[src/rtl/vl_cfg_unit.sv]
// Vector length/type configuration unit: executes vsetvl-style requests and
// tracks in-flight vector ops so a new vl only commits once the lanes drain.
module vl_cfg_unit #(
  parameter int unsigned MVL      = 16,
  parameter int unsigned ELEN     = 32,
  parameter int unsigned INFLIGHT = 8,
  parameter int unsigned AVLW     = 32,
  localparam int unsigned VLW     = $clog2(MVL * 8 * ELEN / 8) + 1,
  localparam int unsigned CW      = $clog2(INFLIGHT + 1)
) (
  input  logic            clk,
  input  logic            rst,
  input  logic            req_valid,
  output logic            req_ready,
  input  logic [1:0]      req_mode,
  input  logic [AVLW-1:0] req_avl,
  input  logic [2:0]      req_sew,
  input  logic [1:0]      req_lmul,
  output logic            resp_valid,
  output logic [VLW-1:0]  resp_vl,
  output logic [VLW-1:0]  vl,
  output logic [2:0]      vtype_sew,
  output logic [1:0]      vtype_lmul,
  output logic            vill,
  input  logic            issue,
  output logic            issue_ready,
  input  logic            retire,
  output logic [CW-1:0]   inflight,
  output logic            err
);

  localparam logic [2:0] SewReset = (ELEN >= 64) ? 3'd3 :
                                    (ELEN >= 32) ? 3'd2 :
                                    (ELEN >= 16) ? 3'd1 : 3'd0;

  typedef enum logic [1:0] {StIdle, StDrain, StCommit} state_e;

  state_e state_q, state_d;

  logic [1:0]      mode_q;
  logic [AVLW-1:0] avl_q;
  logic [2:0]      sew_q;
  logic [1:0]      lmul_q;

  logic [VLW-1:0]  vl_q;
  logic [2:0]      vsew_q;
  logic [1:0]      vlmul_q;
  logic            vill_q;
  logic [CW-1:0]   inflight_q, inflight_d;
  logic            err_q, err_d;

  logic            accept;
  logic            issue_ok;
  logic            legal;
  logic [VLW-1:0]  vlmax;
  logic [VLW-1:0]  new_vl;
  logic [2:0]      new_sew;
  logic [1:0]      new_lmul;
  logic            new_vill;

  assign accept      = req_valid && (state_q == StIdle);
  assign req_ready   = (state_q == StIdle);
  assign issue_ready = (state_q == StIdle) && !req_valid && (inflight_q < CW'(INFLIGHT));
  assign issue_ok    = issue && issue_ready;
  assign resp_valid  = (state_q == StCommit);
  assign resp_vl     = new_vl;

  assign vl         = vl_q;
  assign vtype_sew  = vsew_q;
  assign vtype_lmul = vlmul_q;
  assign vill       = vill_q;
  assign inflight   = inflight_q;
  assign err        = err_q;

  // Result is derived from the latched request, so it is stable through DRAIN.
  assign legal = (sew_q <= 3'd3) && ((32'd8 << sew_q) <= ELEN) && (mode_q != 2'd3);
  assign vlmax = VLW'((MVL * (ELEN >> (32'd3 + 32'(sew_q)))) << lmul_q);

  always_comb begin
    new_vl   = '0;
    new_sew  = '0;
    new_lmul = '0;
    new_vill = 1'b1;
    if (legal) begin
      new_vill = 1'b0;
      new_sew  = sew_q;
      new_lmul = lmul_q;
      case (mode_q)
        2'd0: new_vl = (avl_q >= AVLW'(vlmax)) ? vlmax : avl_q[VLW-1:0];
        2'd1: new_vl = vlmax;
        default: begin
          // Keep-vl mode: a vl that no longer fits the new vtype is illegal.
          if (vl_q <= vlmax) begin
            new_vl = vl_q;
          end else begin
            new_vill = 1'b1;
            new_sew  = '0;
            new_lmul = '0;
          end
        end
      endcase
    end
  end

  always_comb begin
    state_d = state_q;
    case (state_q)
      StIdle: begin
        if (req_valid) begin
          state_d = (inflight_q == '0) ? StCommit : StDrain;
        end
      end
      StDrain: begin
        if (inflight_q == '0) begin
          state_d = StCommit;
        end
      end
      StCommit: state_d = StIdle;
      default:  state_d = StIdle;
    endcase
  end

  always_comb begin
    inflight_d = inflight_q;
    err_d      = err_q;
    if (issue_ok && !retire) begin
      inflight_d = inflight_q + CW'(1);
    end else if (!issue_ok && retire) begin
      if (inflight_q == '0) begin
        err_d = 1'b1;
      end else begin
        inflight_d = inflight_q - CW'(1);
      end
    end
  end

  always_ff @(posedge clk) begin
    if (rst) begin
      state_q    <= StIdle;
      mode_q     <= '0;
      avl_q      <= '0;
      sew_q      <= '0;
      lmul_q     <= '0;
      vl_q       <= VLW'(MVL);
      vsew_q     <= SewReset;
      vlmul_q    <= '0;
      vill_q     <= 1'b0;
      inflight_q <= '0;
      err_q      <= 1'b0;
    end else begin
      state_q    <= state_d;
      inflight_q <= inflight_d;
      err_q      <= err_d;
      if (accept) begin
        mode_q <= req_mode;
        avl_q  <= req_avl;
        sew_q  <= req_sew;
        lmul_q <= req_lmul;
      end
      if (state_q == StCommit) begin
        vl_q    <= new_vl;
        vsew_q  <= new_sew;
        vlmul_q <= new_lmul;
        vill_q  <= new_vill;
      end
    end
  end

endmodule
[config.mk]
export PLATFORM = sky130hd
export DESIGN_NAME = vl_cfg_unit
export DESIGN_NICKNAME = d
export VERILOG_FILES = /design/src/rtl/vl_cfg_unit.sv
export SDC_FILE = /design/constraint.sdc
export NUM_CORES = 1
export LEC_CHECK = 0
export BUFFER_PORTS_ARGS = -buffer_cell sky130_fd_sc_hd__buf_2
export CORE_MARGIN = 2
export CORE_UTILIZATION = 31
export DETAILED_ROUTE_END_ITERATION = 6
export PLACE_DENSITY_LB_ADDON = 0.1
export SLEW_MARGIN = 20
export SYNTH_ARGS = -nofsm -noshare
export SYNTH_HDL_FRONTEND = slang
export SYNTH_SLANG_ARGS = --single-unit
[constraint.sdc]
create_clock -name clk -period 3.95 [get_ports clk]
set_clock_uncertainty 0.15 [all_clocks]
set_input_delay 0.1975 -clock clk [delete_from_list [all_inputs] [get_ports clk]]
set_output_delay 0.1975 -clock clk [all_outputs]
set_load 0.05 [all_outputs]
==> out/summary.txt <==
final count of pins violating max slew - 0
worst-margin pin slew - 762 ps
CTS root buffer - clkbuf_8
Syn Nets - 450
min-delay worst type - in2reg
CP Data Arrival Time - 3390 ps
flop and latch count out of synthesis - 62
leakage power - 1.77 nW
top post-synthesis cells by count - 94 x nand2_1, 62 x dfxtp_1, 51 x a21oi_1, 23 x nor2_1, 16 x clkbuf_1
Tmin final - 3740 ps
P_int - 1.43 mW
NumNets Final - 556
Primary FF master, synth - dfxtp_1
Post-Layout Cell Count - 635
sequential share of power - 0.321
run status - completed
leading post-synthesis cells by cell area - dfxtp_1 39%, nand2_1 11%, a21oi_1 8.1%
synthesis-to-layout area growth - 34.9%
Die X - 105 um
Tcrit/Tclk final - 0.946
EDFF count, synth - 0
Comb pwr share - 0.482
pre-CTS worst setup slack - 336 ps
Ports - 78
Worst-Skew Late Latency - 340 ps
vias per cell - 4.96
final setup vio count - 0
Placer Congestion - 0.832
Longest Clk Path Bufs - 2
Sw Pwr - 1.25 mW
Routed WL per cell - 14.2 um
num rows - 36
Mapped Cells - 391
critical-path maximum fanout - 12
sequential fraction of the synthesis area - 0.392
Starting DRT DRC Count - 129
first-pass GRT wire length - 15,000 um
vias in the first global route - 3,009
share of the synthesized area in the top cell type - 0.392
Synth warnings - 0
DRC errors left - 0
Initial DRT Pass Iterations - 4
DIE HEIGHT - 105 um
drt total wl - 9040 um
VDD IR max - 0.323 mV
Worst setup EP type - primary output
MaxCap Viol Count - 0
async set or reset register ratio after synthesis - 0
HPWL Detailed - 6380 um
CTS tree - yes
Setup CP Type - reg2out
All-Layer GR Usage - 0.169
total CTS buffers - 9
CTS Sinks - 62
DP Area - 3640 um^2
Routed Antenna Nets - 0
Antenna diodes - 0
Clk pwr share - 0.197
Sw Ratio - 0.467
pin count of the biggest net entering global routing - 40
mapped cell area - 3170 um^2
post-route design area - 4270 um^2
RSZ-0062 raised after global routing - no
Synth area leader - dfxtp_1
CTS HTree Levels - 3
final-report hold violation count - 0
IO buf count - 77
total congestion overflow - 0
Setup crit start kind - flip-flop
via count - 3,147
Setup Total Neg Slack - 0 ps
Yosys cell types - 62
max_slew headroom - 0.491
mean area per synthesized cell - 8.10 um^2
area of the core - 9860 um^2
fmax - 268 MHz
DIE AREA - 11,000 um^2
ratio of cells with drive above 1 in the final layout - 0.247
Cell Pwr Density - 625 nW/um^2
initial antenna violation count - 0
Placed Instances - 579
Worst-path clk slew - 70 ps
count leader, synth - nand2_1
CP required - 3600 ps
Final WS setup - 215 ps
Hold WS - 55.3 ps
initial core utilization - 0.321
registers in the layout (all words and copies together) (netlist names), 2 cells and up:
name        count
avl_q          32
inflight        4
lmul_q          2
mode_q          2
sew_q           3
state_q         2
vl             10
vtype_lmul      2
vtype_sew       3
worst max-delay path, cell delays in order, from the launching register on:
cell and delay, ps:
dfxtp_1 540, or3b_2 480, o22a_2 260, ha_1 280, and4_1 450, a21o_1 340
a211oi_2 140, nor4_2 270, clkbuf_4 290
per-stage QoR:
stage                     power, mW  utilization
final                          2.67        0.433
after floorplan                1.82            -
after global placement         2.10        0.369
after CTS                      2.66        0.428
after detailed placement       2.10        0.369
after global routing           2.87        0.433
placed cells by master (no fill, tap or decap), types with 4 or more instances in the layout:
| master | Yosys | routed |
|---|---|---|
| dfxtp_1 | 62 | 62 |
| and2_1 | 4 | 4 |
| clkbuf_8 | 0 | 11 |
| nor2_1 | 23 | 23 |
| nor4_1 | 7 | 6 |
| inv_1 | 13 | 13 |
| a31oi_1 | 4 | 4 |
| o22ai_1 | 4 | 4 |
| ha_1 | 14 | 14 |
| a211oi_1 | 8 | 5 |
| a22o_1 | 5 | 5 |
| buf_4 | 2 | 5 |
| a21oi_1 | 51 | 50 |
| dlygate4sd3_1 | 0 | 39 |
| buf_2 | 2 | 74 |
| nand2_1 | 94 | 94 |
| nor3_1 | 7 | 7 |
| a211oi_2 | 2 | 5 |
routing by layer:
metal / vias to the layer above / wire length, um / GRT usage
met5: - / 0 / 0
li1: 1597 / - / -
met1: 1452 / 4430 / 0.232
met2: 89 / 4030 / 0.260
met3: 9 / 486 / 0.0480
met4: 0 / 92 / 0.0457
layout make-up:
cell class,instances,area (um^2)
Multi-Input combinational cell,290,1810
Clock inverter,4,31.3
Timing Repair Buffer,121,821
Sequential cell,62,1240
Clock buffer,12,155
Fill cell,1022,5590
Inverter,13,48.8
Tap cell,133,166
cell families after synthesis:
family | share of synthesized area
adders and majority gates | 0.0723
DFF | 0.392
and+or+nand+nor | 0.230
AOI/OAI and AO/OA | 0.239
xor gates and xnor gates | 0.0138
buffers and inverters | 0.0525
power groups by stage:
stage	Combinational [mW]	Clock [mW]	Sequential [mW]
2_1_floorplan	0.878	0	0.940
3_5_place_dp	1.23	0	0.871
5_1_grt	1.42	0.569	0.879
3_3_place_gp	1.23	0	0.868
4_1_cts	1.27	0.542	0.856
6_report	1.29	0.526	0.858
final timing paths:
path / startpoint / slack, ps / to / depth (start not counted)
max: lmul_q[0] / 210 / resp_vl[4] / 8
min: req_valid / 60 / state_q[1] / 3
max reg2reg: sew_q[0] / 890 / vl[9] / 8
min reg2reg: vtype_sew[2] / 310 / vtype_sew[2] / 1
timing repair:
action / in CTS / in global routing
gates resized for setup: 1 / 12
cloned: 0 / 0
pin swaps: 0 / 2
hold buffers: 39 / 0
setup buffers: 0 / 1
endpoints found under the hold margin: 39 / 0
endpoints found under the setup margin: 3 / 10
(Power assumes the default switching activity.)
